File: src/rtl/pc_pkg.sv
// Shared definitions for the program-counter generator and its target calculator.
package pc_pkg;

    // Fetch-side PC generator states; encoding is fixed so other blocks can decode it.
    typedef enum logic [1:0] {
        ST_IDLE  = 2'd0,
        ST_RUN   = 2'd1,
        ST_FAULT = 2'd2,
        ST_HALT  = 2'd3
    } pc_state_e;

    // Default alignment and the number of low PC bits it constrains.
    localparam int unsigned DEFAULT_ALIGN = 4;
    localparam int unsigned ALIGN_BITS    = $clog2(DEFAULT_ALIGN);

    // Number of low address bits that must be zero for a given alignment.
    function automatic int unsigned align_bits_f(input int unsigned align);
        return $clog2(align);
    endfunction

    // True when align is a non-zero power of two.
    function automatic bit is_pow2_f(input int unsigned align);
        return (align != 0) && ((align & (align - 1)) == 0);
    endfunction

    // True when value is a multiple of align (align assumed a power of two).
    function automatic bit is_aligned_f(input longint unsigned value, input int unsigned align);
        return (value & longint'(align - 1)) == 0;
    endfunction

endpackage

File: src/rtl/pc_target_calc.sv
// Redirect target computation: absolute or PC-relative, plus misalignment flag.
// Kept standalone because the branch unit shares the same arithmetic.
module pc_target_calc
    import pc_pkg::*;
#(
    parameter int unsigned XLEN       = 32,
    parameter int unsigned ALIGN_BITS = 2
) (
    input  logic [XLEN-1:0] pc_i,
    input  logic            redir_rel_i,
    input  logic [XLEN-1:0] redir_tgt_i,
    output logic [XLEN-1:0] tgt_o,
    output logic            misaligned_o
);

    // Mask of the low bits that must be zero; empty when ALIGN_BITS is 0.
    localparam logic [XLEN-1:0] ALIGN_MASK = XLEN'((64'd1 << ALIGN_BITS) - 64'd1);

    // Select the target and flag it when any constrained low bit is set; the
    // addition wraps naturally at XLEN bits.
    always_comb begin
        tgt_o        = redir_rel_i ? (pc_i + redir_tgt_i) : redir_tgt_i;
        misaligned_o = |(tgt_o & ALIGN_MASK);
    end

endmodule

File: src/rtl/pc_gen_unit.sv
// Program-counter generator for the fetch stage: valid/ready PC handshake,
// absolute/relative redirects, misaligned-target fault with trap vectoring,
// and a level-sensitive halt.
module pc_gen_unit
    import pc_pkg::*;
#(
    parameter int unsigned    XLEN      = 32,
    parameter logic [XLEN-1:0] RESET_VEC = XLEN'(32'h0000_0000),
    parameter logic [XLEN-1:0] TRAP_VEC  = XLEN'(32'h0000_0100),
    parameter int unsigned    INC_BY    = 4,
    parameter int unsigned    ALIGN     = 4
) (
    input  logic            clk_i,
    input  logic            rst_i,
    input  logic            en_i,
    input  logic            redir_valid_i,
    input  logic            redir_rel_i,
    input  logic [XLEN-1:0] redir_tgt_i,
    input  logic            pc_ready_i,
    input  logic            fault_ack_i,
    input  logic            halt_i,
    output logic [XLEN-1:0] pc_o,
    output logic            pc_valid_o,
    output logic            fault_o,
    output logic [XLEN-1:0] epc_o,
    output logic            halted_o
);

    localparam int unsigned ALIGN_BITS_L = align_bits_f(ALIGN);

    // Reject illegal parameter combinations at elaboration time.
    if (!is_pow2_f(ALIGN) || !is_aligned_f(64'(RESET_VEC), ALIGN) ||
        !is_aligned_f(64'(TRAP_VEC), ALIGN) || !is_aligned_f(64'(INC_BY), ALIGN) ||
        XLEN == 0 || XLEN > 64) begin : g_bad_params
        $fatal(1, "pc_gen_unit: illegal XLEN/ALIGN/RESET_VEC/TRAP_VEC/INC_BY");
    end

    pc_state_e       state_q, state_d;
    logic [XLEN-1:0] pc_q, pc_d;
    logic            pc_valid_q, pc_valid_d;
    logic            fault_q, fault_d;
    logic [XLEN-1:0] epc_q, epc_d;
    logic            halted_q, halted_d;

    logic [XLEN-1:0] tgt;
    logic            tgt_misaligned;

    pc_target_calc #(
        .XLEN       (XLEN),
        .ALIGN_BITS (ALIGN_BITS_L)
    ) u_target_calc (
        .pc_i         (pc_q),
        .redir_rel_i  (redir_rel_i),
        .redir_tgt_i  (redir_tgt_i),
        .tgt_o        (tgt),
        .misaligned_o (tgt_misaligned)
    );

    // Next-state and next-output logic; with en_i low everything holds.
    always_comb begin
        // NOTE: every _d gets its hold value first so no path leaves one unassigned, which would infer a latch.
        state_d    = state_q;
        pc_d       = pc_q;
        pc_valid_d = pc_valid_q;
        fault_d    = fault_q;
        epc_d      = epc_q;
        halted_d   = halted_q;

        if (en_i) begin
            unique case (state_q)
                ST_IDLE: begin
                    state_d    = ST_RUN;
                    pc_valid_d = 1'b1;
                end

                ST_RUN: begin
                    if (redir_valid_i && !tgt_misaligned) begin
                        // Redirect wins over the handshake; an unaccepted PC is dropped.
                        pc_d = tgt;
                    end else if (redir_valid_i) begin
                        epc_d      = tgt;
                        fault_d    = 1'b1;
                        pc_valid_d = 1'b0;
                        state_d    = ST_FAULT;
                    end else begin
                        if (pc_ready_i) begin
                            pc_d = pc_q + XLEN'(INC_BY);
                        end
                        // A PC accepted in the halting cycle still advances.
                        if (halt_i) begin
                            pc_valid_d = 1'b0;
                            halted_d   = 1'b1;
                            state_d    = ST_HALT;
                        end
                    end
                end

                ST_FAULT: begin
                    if (fault_ack_i) begin
                        pc_d       = TRAP_VEC;
                        fault_d    = 1'b0;
                        pc_valid_d = 1'b1;
                        state_d    = ST_RUN;
                    end
                end

                ST_HALT: begin
                    if (!halt_i) begin
                        halted_d   = 1'b0;
                        pc_valid_d = 1'b1;
                        state_d    = ST_RUN;
                    end
                end

                default: begin
                    state_d = ST_IDLE;
                end
            endcase
        end
    end

    // State registers with synchronous reset.
    always_ff @(posedge clk_i) begin
        // NOTE: non-blocking assignments make every register sample the pre-edge values, avoiding simulation races.
        if (rst_i) begin
            state_q    <= ST_IDLE;
            pc_q       <= RESET_VEC;
            pc_valid_q <= 1'b0;
            fault_q    <= 1'b0;
            epc_q      <= '0;
            halted_q   <= 1'b0;
        end else begin
            state_q    <= state_d;
            pc_q       <= pc_d;
            pc_valid_q <= pc_valid_d;
            fault_q    <= fault_d;
            epc_q      <= epc_d;
            halted_q   <= halted_d;
        end
    end

    assign pc_o       = pc_q;
    assign pc_valid_o = pc_valid_q;
    assign fault_o    = fault_q;
    assign epc_o      = epc_q;
    assign halted_o   = halted_q;

endmodule

File: config.mk
export PLATFORM = sky130hd
export DESIGN_NAME = pc_gen_unit
export DESIGN_NICKNAME = d
export VERILOG_FILES = /design/src/rtl/pc_pkg.sv /design/src/rtl/pc_target_calc.sv /design/src/rtl/pc_gen_unit.sv
export SDC_FILE = /design/constraint.sdc
export NUM_CORES = 1
export LEC_CHECK = 0
export CORE_AREA = 2 2 102 202
export CTS_CLUSTER_DIAMETER = 150
export DETAILED_ROUTE_END_ITERATION = 16
export DIE_AREA = 0 0 104 204
export MAX_ROUTING_LAYER = met4
export PLACE_DENSITY_LB_ADDON = 0.3
export SLEW_MARGIN = 40
export SYNTH_ARGS = -nofsm -noshare
export SYNTH_HDL_FRONTEND = slang
export SYNTH_SLANG_ARGS = --single-unit
File: constraint.sdc
create_clock -name clk_i -period 4.8 [get_ports clk_i]
set_clock_uncertainty 0.2 [all_clocks]
set_input_delay 0.96 -clock clk_i [delete_from_list [all_inputs] [get_ports clk_i]]
set_output_delay 0.96 -clock clk_i [all_outputs]
set_load 0.05 [all_outputs]
# After elaboration in Yosys (flattened, before gate mapping)
# Cells that the tools add are included.
[word_totals]
word_cells = 59
out_inout_bits = 67
reg_bits = 69
in_bits = 40
[classes]
n_mux = 27
eq_ne = 12
bitwise_logic = 1
add_sub_neg = 2
n_reduce_logical = 11
[op_table]
columns = ["operator", "n"]
rows = [
  ["32-bit 2-to-1 mux", 5],
  ["32-bit one-hot mux with 2 select lines", 1],
  ["32-bit by 3-bit adder with 32-bit output (second input constant)", 1],
  ["32-bit adder", 1],
  ["5-bit AND reduction", 3],
  ["1-bit 2-to-1 mux", 12],
  ["2-bit inequality test (second input constant)", 6],
  ["2-bit 2-to-1 mux", 5],
  ["3-bit inequality test (second input constant)", 3],
  ["2-bit one-hot mux with 4 select lines", 1],
  ["6-bit AND reduction", 1],
  ["2-bit == test (second input constant)", 2],
  ["1-bit one-hot mux with 2 select lines", 2],
  ["1-bit one-hot mux with 4 select lines", 1],
  ["4-bit AND reduction", 1],
  ["2-bit nonzero test", 2],
  ["2-bit by 1-bit == test with 1-bit output (second input constant)", 1],
  ["2-bit zero test", 1],
  ["2-bit OR reduction", 1],
  ["1-bit logical AND", 1],
  ["1-bit zero test", 1],
  ["1-bit NOT", 1],
]

# Logic depth before layout (Yosys ltp)
# Gate-level depths: netlist of the first run.
[depth]
word_depth = 7
depth_mapped = 12
ltp_nobuf = 11

# Modules after synthesis
# A second synthesis of the first run with hierarchy kept.
[unflattened]
hier_cells = 735
hier_area_um2 = 5601.6
[modules_own_cells]
columns = ["mod", "seq_area_each_um2", "instances", "area_each_um2", "cells_per_inst"]
rows = [
  ["pc_gen_unit", 1381.3, 1, 3579.7, 470],
  ["pc_target_calc", 0.0, 1, 2021.9, 265],
]

# Least setup slack after synthesis of the first run
# No wires, ideal clock.
[synth_timing]
kind = "input to register"
startpoint = "input port redir_tgt_i[0]"
endpoint = "register pc_q[31] (netlist: pc_o[31])"
arrival_ns = 3.210
path_slack_ns = 1.332
n_path_buf = 1
stages = 11
cell_sequence = "ha_1 > inv_1 > fa_1 > and3b_1 > o31ai_1 > a211o_1 > or4_4 > buf_2 > a211oi_1 > a211oi_1 > nand2_1"
[synth_via]
elab_chain_cells = 7
word_cells_on_any_way = 10
[synth_rtl]
columns = ["item", "line", "rtl"]
rows = [
  ["start, declared", "pc_gen_unit.sv:18", "input logic [XLEN-1:0] redir_tgt_i,"],
  ["32-bit adder", "pc_target_calc.sv:22", "tgt_o = redir_rel_i ? (pc_i + redir_tgt_i) : redir_tgt_i;"],
  ["32-bit 2-to-1 mux (*)", "pc_target_calc.sv:22", ""],
  ["2-bit OR reduction", "pc_target_calc.sv:23", "misaligned_o = |(tgt_o & ALIGN_MASK);"],
  ["1-bit zero test", "pc_gen_unit.sv:77", "if (redir_valid_i && !tgt_misaligned) begin"],
  ["1-bit logical AND", "pc_gen_unit.sv:77", ""],
  ["3-bit inequality test (no line) or 32-bit 2-to-1 mux (tied branches)", "--", ""],
  ["5-bit AND reduction (no line) or 32-bit one-hot mux with 2 select lines (tied branches)", "--", ""],
  ["end signal, assigned", "pc_gen_unit.sv:134", "pc_q <= pc_d;"],
  ["end, declared", "pc_gen_unit.sv:39", "logic [XLEN-1:0] pc_q, pc_d;"],
]
# Mark *: on every way between the ends. The rest lies on a longest branch, timed or not.
# A chain may end at the register's enable or synchronous reset.

# Worst setup path in the final report of the first run
[layout_timing]
startpoint = "input port redir_tgt_i[0]"
endpoint = "register epc_q[20] (netlist: epc_o[20])"
[layout_via]
elab_chain_cells = 7
[layout_rtl]
columns = ["item", "line", "rtl"]
rows = [
  ["32-bit adder", "pc_target_calc.sv:22", ""],
  ["32-bit 2-to-1 mux (*)", "pc_target_calc.sv:22", ""],
  ["2-bit OR reduction", "pc_target_calc.sv:23", ""],
  ["1-bit zero test", "pc_gen_unit.sv:77", ""],
  ["1-bit logical AND", "pc_gen_unit.sv:77", ""],
  ["1-bit NOT (no line)", "--", ""],
  ["4-bit AND reduction (no line)", "--", ""],
  ["end signal, assigned", "pc_gen_unit.sv:137", "epc_q <= epc_d;"],
  ["end, declared", "pc_gen_unit.sv:42", "logic [XLEN-1:0] epc_q, epc_d;"],
]
# Marks and branches as above.

==> results.json, run 1 <==
{
  "htreeDepth": 3,
  "io_pins": 107,
  "met1_usage": 0.218,
  "final_util": 0.378,
  "synth.most_common_cell": "nor2_1",
  "grt_pass1_vias": 6428,
  "p_leak_nw": 2.76,
  "layout-drive-gt1-share": 0.0803,
  "netlist_area_sq_mm": 0.00582,
  "ys_warn_count": 0,
  "firstDrtPassIters": 5,
  "p_seq_frac": 0.343,
  "cp_cell_sequence": "clkdlybuf4s50_1 > ha_1 > inv_1 > fa_1 > nor2b_1 > o2111ai_1 > a211oi_1 > nor2_1 > o21ai_1 > xor2_1 > a211oi_1 > buf_4 > nor3_1",
  "p_per_area_mw_per_mm2": 239,
  "status": "complete, no violations",
  "grt_setup_unrepaired": "no",
  "clock.fmax_mhz": 240,
  "cts_buffers": 9,
  "finalSetupViolCount": 0,
  "route.detailed.drc": 0,
  "yosys.area.top_type": "dfxtp_1",
  "fin_hold_ws_ns": 0.265,
  "drt_iter0_drc": 470,
  "cp.arrival_ns": 4.22,
  "synth_area_leaders": "dfxtp_1 (24%), ha_1 (7.5%), a21oi_1 (5.8%), nor2_1 (5.3%), o21ai_0 (4.4%)",
  "die_area_sq_mm": 0.0212,
  "yosysSeqAreaShare": 0.237,
  "holdCritPathClass": "register to register",
  "cts_setup_buffers": 0,
  "maxSlewHeadroom": 0.513,
  "async_flop_share": 0,
  "cts_hold_buf": 0,
  "numPortBuffers": 106,
  "period_needed_ns": 4.16,
  "num_antenna_cells": 0,
  "cpMaxStageDelayCell": "clkdlybuf4s50_1",
  "crit_path_max_incr_delay_ns": 0.52,
  "grt_pass1_wl_microns": 35900,
  "gp_congestion": 0.931,
  "clk_path_buf_depth": 2,
  "met2_usage": 0.406,
  "syn_to_final_growth_pct": 28.2,
  "grt.busiest_layer": "met2",
  "crit_required_ns": 4.86,
  "worstSetupEndpointType": "register",
  "fin_cells": 1134,
  "coreArea_sq_mm": 0.0197,
  "syn_nets": 859,
  "clockRootBuffer": "clkbuf_16",
  "cts_sinks": 69,
  "clk_pin_slew_worst_paths_ns": 0.07,
  "fin_setup_tns_ns": 0,
  "dp_cells": 1118,
  "cts_tree": "built",
  "routedWlPerCell_microns": 20.5,
  "path_class": "input pin to register",
  "pwr-share-comb": 0.241,
  "synth_edf_count": 0,
  "synth-main-ff-cell": "dfxtp_1",
  "clkPwrFrac": 0.416,
  "start_kind": "input pin",
  "via_per_inst": 5.72,
  "vdd_ir_drop_max_v": 0.000161,
  "period_share": 0.867,
  "nets": 943,
  "vias": 6487,
  "worst_pin_slew_ns": 0.729,
  "met3_usage": 0.0191,
  "dieHeight_microns": 204,
  "yosysTopAreaCellShare": 0.237,
  "initial_core_util": 0.295,
  "synth_common_cells": "nor2_1 (82), dfxtp_1 (69), a21oi_1 (67)",
  "grt_max_degree": 37,
  "syn_inst": 783,
  "die_w_microns": 104,
  "p_sw_frac": 0.325,
  "switchingPower_mw": 0.579,
  "worstPathMaxFanout": 4,
  "drt-total-wl_microns": 23200,
  "dp_hpwl_microns": 18100,
  "synth.distinct_cells": 79,
  "antenna_found_initial": 0,
  "ant_nets": 0,
  "gr-total-overflow": 0,
  "max-cap-violations": 0,
  "syn_avg_cell_area_sq_um": 7.43,
  "finalHoldViolations": 0,
  "rows": 73,
  "internal_power_mw": 1.20,
  "grt_usage": 0.223,
  "cp_common_cell": "a211oi_1",
  "cts-resized-gates": 0,
  "insertion_delay_ns": 0.35,
  "slew_violations": 0,
  "ys_ff_latch": 69
}
per-stage QoR:
step	cell area (sq um)	total power [mW]	worst slack, ns
global route	7460	1.86	0.329
detailed placement	7130	1.05	0.283
finish	7460	1.78	0.640
global placement	7130	1.05	0.383
floorplan	5820	0.889	1.33
CTS	7460	1.79	0.623
power groups by stage:
stage / Clock [mW] / Combinational (mW) / Sequential, mW
floorplan: 0 / 0.212 / 0.678
global placement: 0 / 0.425 / 0.624
detailed placement: 0 / 0.426 / 0.624
CTS: 0.753 / 0.429 / 0.611
global route: 0.779 / 0.464 / 0.613
finish: 0.742 / 0.431 / 0.611
critical path: cells and delay by family:
kind                       cells  cell delay [ns]
AOI/OAI and AO/OA              4             1.21
xor gates and xnor gates       1             0.22
adders and majority gates      2             0.57
buffers and inverters          3             0.75
and+or+nand+nor                3             0.51
flip-flops by register name, summed over array words and instances (netlist names):
register,count
epc_o,32
fault_o,1
halted_o,1
pc_o,32
pc_valid_o,1
state_q,2
metal layers:
metal | share of wire | wire length (microns)
met1 | 0.36 | 8320
met4 | 0.074 | 1710
met2 | 0.53 | 12300
met3 | 0.038 | 891
met5 | 0 | 0
final cells by class:
| type | instances | area (sq um) |
|---|---|---|
| Fill cell | 2154 | 12300 |
| Multi-Input combinational cell | 642 | 4160 |
| Sequential cell | 69 | 1380 |
| Timing Repair Buffer | 125 | 1190 |
| Tap cell | 262 | 328 |
| Clock buffer | 9 | 225 |
| Clock inverter | 7 | 100 |
| Inverter | 20 | 75.1 |
path summary, 6_finish.rpt:
path	cells past startpoint	to	start	slack, ns
setup / recovery	13	epc_o[20]$_SDFFE_PP0P_	redir_tgt_i[0]	0.64
hold / removal	2	epc_o[13]$_SDFFE_PP0P_	epc_o[13]$_SDFFE_PP0P_	0.26
setup reg to reg	12	epc_o[20]$_SDFFE_PP0P_	pc_o[0]$_SDFFE_PP0P_	1.43
hold reg to reg	2	epc_o[13]$_SDFFE_PP0P_	epc_o[13]$_SDFFE_PP0P_	0.26
cell usage in the layout, fill, tap and decap left out, drive strengths merged, types with 11 or more instances in the layout:
cell and n:
clkdlybuf4s50 104, xnor2 16, inv 20, buf 21, dfxtp 69, nand2 66, nand3 30, nand4 17
o21ai 55, nor3 30, a21o 17, and3 11, a21oi 69, mux2i 18, ha 35, nor2 83
a211oi 32
cells by family (layout without fill, tap and decap cells):
kind of cell | count (synthesis) | after routing | synth area share
buffers and inverters | 72 | 161 | 0.0505
DFF | 69 | 69 | 0.237
and+or+nand+nor | 297 | 297 | 0.262
adders and majority gates | 36 | 36 | 0.0787
xor gates and xnor gates | 23 | 23 | 0.0346
muxes | 22 | 22 | 0.0387
AOI/OAI and AO/OA | 264 | 264 | 0.298
(Power assumes the default switching activity.)
==> inputs of run 2 (changes only) <==
--- a/config.mk
+++ b/config.mk
@@ -11,7 +11,7 @@
 export DIE_AREA = 0 0 104 204
 export MAX_ROUTING_LAYER = met4
 export PLACE_DENSITY_LB_ADDON = 0.3
-export SLEW_MARGIN = 40
+export SKIP_LAST_GASP = 1
 export SYNTH_ARGS = -nofsm -noshare
 export SYNTH_HDL_FRONTEND = slang
 export SYNTH_SLANG_ARGS = --single-unit
==> run 2 against run 1 <==
Sequential power hardly changed. Die area stayed put. Critical path type unchanged. Register-to-register slack worse by 0.03 ns. Clock power hardly changed. Worst hold slack hardly changed. Worst setup slack worse by 0.027 ns. Non-clock buffer count stayed put. Final area hardly changed. Combinational power hardly changed.
==> results.json, run 2 (synthesized netlist as in run 1, its figures left out) <==
{
  "status": "complete, no violations",
  "clockRootBuffer": "clkbuf_16",
  "max-cap-violations": 0,
  "cts_sinks": 69,
  "cts_setup_buffers": 0,
  "grt_usage": 0.223,
  "ant_nets": 0,
  "drt-total-wl_microns": 23300,
  "rows": 73,
  "fin_hold_ws_ns": 0.265,
  "dp_hpwl_microns": 18100,
  "via_per_inst": 5.78,
  "period_needed_ns": 4.19,
  "dp_cells": 1118,
  "start_kind": "input pin",
  "die_w_microns": 104,
  "cts_hold_buf": 0,
  "firstDrtPassIters": 8,
  "period_share": 0.872,
  "finalSetupViolCount": 0,
  "design_area_sq_mm": 0.00746,
  "p_leak_nw": 2.76,
  "htreeDepth": 3,
  "multi_input_area_sq_mm": 0.00415,
  "maxSlewHeadroom": 0.417,
  "worstPathMaxFanout": 4,
  "die_area_sq_mm": 0.0212,
  "finalHoldViolations": 0,
  "layout_common_cells": "clkdlybuf4s50_1 (104), nor2_1 (82), dfxtp_1 (69), a21oi_1 (67), nand2_1 (65)",
  "syn_to_final_growth_pct": 28.1,
  "antenna_found_initial": 0,
  "crit_required_ns": 4.86,
  "fin_setup_tns_ns": 0,
  "grt_pass1_vias": 6428,
  "num_antenna_cells": 0,
  "route.detailed.drc": 0,
  "hold_path_depth": 2,
  "finalPower_mw": 1.78,
  "initial_core_util": 0.295,
  "layout-drive-gt1-share": 0.0791,
  "fin_cells": 1134,
  "cp.arrival_ns": 4.25,
  "worstSetupEndpointType": "register",
  "dpl_cell_area_sq_mm": 0.00713,
  "worst_pin_slew_ns": 0.874,
  "cts_buffers": 9,
  "grt_pass1_wl_microns": 35900,
  "reg2reg_depth": 12,
  "gr-total-overflow": 0,
  "cts-resized-gates": 0,
  "holdCritPathClass": "register to register",
  "gp_congestion": 0.931,
  "slew_violations": 0,
  "nets": 943,
  "clock.fmax_mhz": 239,
  "final_util": 0.378,
  "seq_area_sq_mm": 0.00138,
  "clk_path_buf_depth": 2,
  "cts_tree": "built",
  "io_pins": 107,
  "layout_commonest_cell": "clkdlybuf4s50_1",
  "coreArea_sq_mm": 0.0197,
  "setup_slack_ns": 0.613,
  "fill_cells": 2156,
  "path_class": "input pin to register",
  "dieHeight_microns": 204,
  "vias": 6559,
  "routedWlPerCell_microns": 20.5,
  "numPortBuffers": 106,
  "drt_iter0_drc": 488,
  "vdd_ir_drop_max_v": 0.000161,
  "clk_pin_slew_worst_paths_ns": 0.07,
  "grt_max_degree": 37,
  "p_per_area_mw_per_mm2": 239,
  "pre_cts_slack_ns": 0.283,
  "grt_setup_unrepaired": "no",
  "insertion_delay_ns": 0.35
}
[run 2: area by class of cell]
type                    count  share of cell area
clock buffers               9              0.0302
clock inverters             7              0.0134
inverters                  20              0.0101
repair buffers            125               0.160
flip-flops and latches     69               0.185
well taps                 262              0.0440
multi-input cells         642               0.557
[run 2: worst max-delay path, stage by stage]
cell	delay, ns
clkdlybuf4s50_1	0.52
ha_1	0.19
inv_1	0.06
fa_1	0.38
nor2b_1	0.22
o2111ai_1	0.33
a211oi_1	0.53
nor2_1	0.10
o21ai_1	0.26
xor2_1	0.22
a211oi_1	0.11
buf_4	0.17
nor3_1	0.19
[run 2: final timing paths]
kind | startpoint | end | slack [ns]
max | redir_tgt_i[0] | epc_o[20]$_SDFFE_PP0P_ | 0.61
max reg2reg | pc_o[0]$_SDFFE_PP0P_ | epc_o[20]$_SDFFE_PP0P_ | 1.40
min | epc_o[13]$_SDFFE_PP0P_ | epc_o[13]$_SDFFE_PP0P_ | 0.26
min reg2reg | epc_o[13]$_SDFFE_PP0P_ | epc_o[13]$_SDFFE_PP0P_ | 0.26
[run 2: routing by layer]
metal,GRT usage,vias up,share of wire
met5,-,-,0
met4,0.167,0,0.075
met3,0.0191,83,0.039
met2,0.406,251,0.53
met1,0.218,3107,0.35
li1,-,3118,-
[run 2: power breakdown]
part,total (mW),switching [mW],internal [mW]
logic,0.430,0.275,0.155
registers,0.611,0.0196,0.591
clock network,0.742,0.284,0.458
==> inputs of run 3 (changes only) <==
--- a/config.mk
+++ b/config.mk
@@ -9,6 +9,7 @@
 export CTS_CLUSTER_DIAMETER = 150
 export DETAILED_ROUTE_END_ITERATION = 16
 export DIE_AREA = 0 0 104 204
+export GPL_TIMING_DRIVEN = 0
 export MAX_ROUTING_LAYER = met4
 export PLACE_DENSITY_LB_ADDON = 0.3
 export SKIP_LAST_GASP = 1
==> run 3 against run 2 <==
Count of clock-buffer cells in the layout unchanged. Final cell count grew 2.6%. First-iteration DRC count increased by 7.6%. Critical path depth down 1. Routed wire length grew 8.7%. Global-route usage rose by 1.6 points. Fmax fell by 6.5%. Register-to-register slack lost 0.29 ns. Via count up 3.7%. Utilization rose by 0.057 points. Power down 2.7%. Critical endpoint unchanged.
==> results.json, run 3 (synthesized netlist as in run 1, its figures left out) <==
{
  "route.detailed.drc": 0,
  "worstSetupEndpointType": "register",
  "dieHeight_microns": 204,
  "fin_hold_ws_ns": 0.269,
  "grt_usage": 0.238,
  "insertion_delay_ns": 0.35,
  "gp_congestion": 0.968,
  "crit_required_ns": 4.81,
  "cts_sinks": 69,
  "maxSlewHeadroom": 0.252,
  "worst_pin_slew_ns": 1.11,
  "clk_path_buf_depth": 2,
  "cts_buffers": 9,
  "ant_nets": 0,
  "finalPower_mw": 1.74,
  "num_antenna_cells": 0,
  "pre_cts_slack_ns": 0.0358,
  "reg2reg_depth": 11,
  "dpl_cell_area_sq_mm": 0.00718,
  "dp_hpwl_microns": 20000,
  "cp.arrival_ns": 4.49,
  "cp_common_cell": "a211oi_1",
  "antenna_found_initial": 0,
  "crit_path_max_incr_delay_ns": 0.58,
  "slew_violations": 0,
  "firstDrtPassIters": 5,
  "final_util": 0.379,
  "routedWlPerCell_microns": 21.7,
  "htreeDepth": 3,
  "path_class": "input pin to register",
  "nets": 973,
  "finalHoldViolations": 0,
  "cpMaxStageDelayCell": "a211oi_1",
  "grt_max_degree": 13,
  "timing.rr.end": "epc_o[20]$_SDFFE_PP0P_",
  "vias": 6803,
  "cts_setup_buffers": 0,
  "grt_setup_unrepaired": "no",
  "rows": 73,
  "p_leak_nw": 2.73,
  "die_w_microns": 104,
  "die_area_sq_mm": 0.0212,
  "period_share": 0.933,
  "clock.fmax_mhz": 223,
  "drt_iter0_drc": 525,
  "clk_pin_slew_worst_paths_ns": 0.06,
  "start_kind": "input pin",
  "hp-start": "epc_o[10]$_SDFFE_PP0P_",
  "holdCritPathClass": "register to register",
  "r2r-start": "pc_o[0]$_SDFFE_PP0P_",
  "coreArea_sq_mm": 0.0197,
  "min_to": "epc_o[10]$_SDFFE_PP0P_",
  "p_per_area_mw_per_mm2": 232,
  "hold_path_depth": 2,
  "layout-drive-gt1-share": 0.0644,
  "cts_hold_buf": 0,
  "layout_commonest_cell": "clkdlybuf4s50_1",
  "layout_common_cells": "clkdlybuf4s50_1 (103), nor2_1 (82), dfxtp_1 (69), a21oi_1 (67), nand2_1 (65)",
  "fin_cells": 1163,
  "grt_pass1_vias": 6423,
  "io_pins": 107,
  "multi_input_area_sq_mm": 0.00414,
  "numPortBuffers": 103,
  "via_per_inst": 5.85,
  "period_needed_ns": 4.48,
  "clockRootBuffer": "clkbuf_16",
  "syn_to_final_growth_pct": 28.3,
  "dp_cells": 1148,
  "r2r_setup_slack_ns": 1.11,
  "grt_pass1_wl_microns": 37200,
  "gr-total-overflow": 0,
  "fin_setup_tns_ns": 0,
  "drt-total-wl_microns": 25300,
  "worstPathMaxFanout": 4,
  "max-cap-violations": 0,
  "seq_area_sq_mm": 0.00138,
  "design_area_sq_mm": 0.00747,
  "setup_slack_ns": 0.320,
  "status": "complete, no violations",
  "fill_cells": 2164,
  "cts-resized-gates": 0,
  "initial_core_util": 0.295,
  "vdd_ir_drop_max_v": 0.000164,
  "cp_cell_sequence": "clkdlybuf4s50_1 > ha_1 > inv_1 > fa_1 > nor2b_1 > o2111ai_1 > a211oi_1 > nor2_1 > o21ai_1 > xor2_1 > a211oi_1 > nor3_1",
  "finalSetupViolCount": 0,
  "cts_tree": "built"
}
-- run 3: changes by cell type in the layout (fill, tap and decap cells not counted), sizes merged --
| cell | before | now |
|---|---|---|
| clkbuf | 9 | 44 |
| buf | 21 | 17 |
| clkinvlp | 0 | 1 |
| clkinv | 5 | 4 |
| clkdlybuf4s50 | 104 | 103 |
| bufinv | 2 | 1 |
-- run 3: final cells by class --
cell class                 count  share of cell area
buffer                        52              0.0293
clock buffer                   9              0.0302
clock inverter                 6             0.00871
inverter                      20              0.0101
multi-input combinational    642               0.555
sequential                    69               0.185
tap                          262              0.0439
timing repair buffer         103               0.138
-- run 3: worst max path at each step --
stage	slack, ns	start	endpoint
final	0.32	redir_tgt_i[0]	epc_o[20]$_SDFFE_PP0P_
after global routing	0.15	redir_tgt_i[0]	pc_o[24]$_SDFFE_PP0P_
after CTS	0.39	redir_tgt_i[0]	epc_o[20]$_SDFFE_PP0P_
after detailed placement	0.04	redir_tgt_i[0]	epc_o[20]$_SDFFE_PP0P_
after global placement	0.05	redir_tgt_i[0]	epc_o[20]$_SDFFE_PP0P_
after floorplan	1.33	redir_tgt_i[0]	pc_o[31]$_SDFFE_PP0P_
-- run 3: critical path: cells and delay by family --
kind            cells  cell delay [ns]
compound gates      4             1.71
xor+xnor            1             0.15
fa+ha+maj           2             0.56
buf+inv             2             0.58
simple gates        3             0.53
-- run 3: metal layers --
| layer | track usage | wire, microns | up-vias |
|---|---|---|---|
| li1 | - | - | 3177 |
| met4 | 0.182 | 2130 | 0 |
| met2 | 0.434 | 13300 | 309 |
| met5 | - | 0 | - |
| met3 | 0.0233 | 1040 | 107 |
| met1 | 0.230 | 8850 | 3210 |
-- run 3: where the power goes --
part	internal, mW	switching, mW
combinational	0.151	0.291
clock	0.399	0.282
sequential	0.591	0.0201
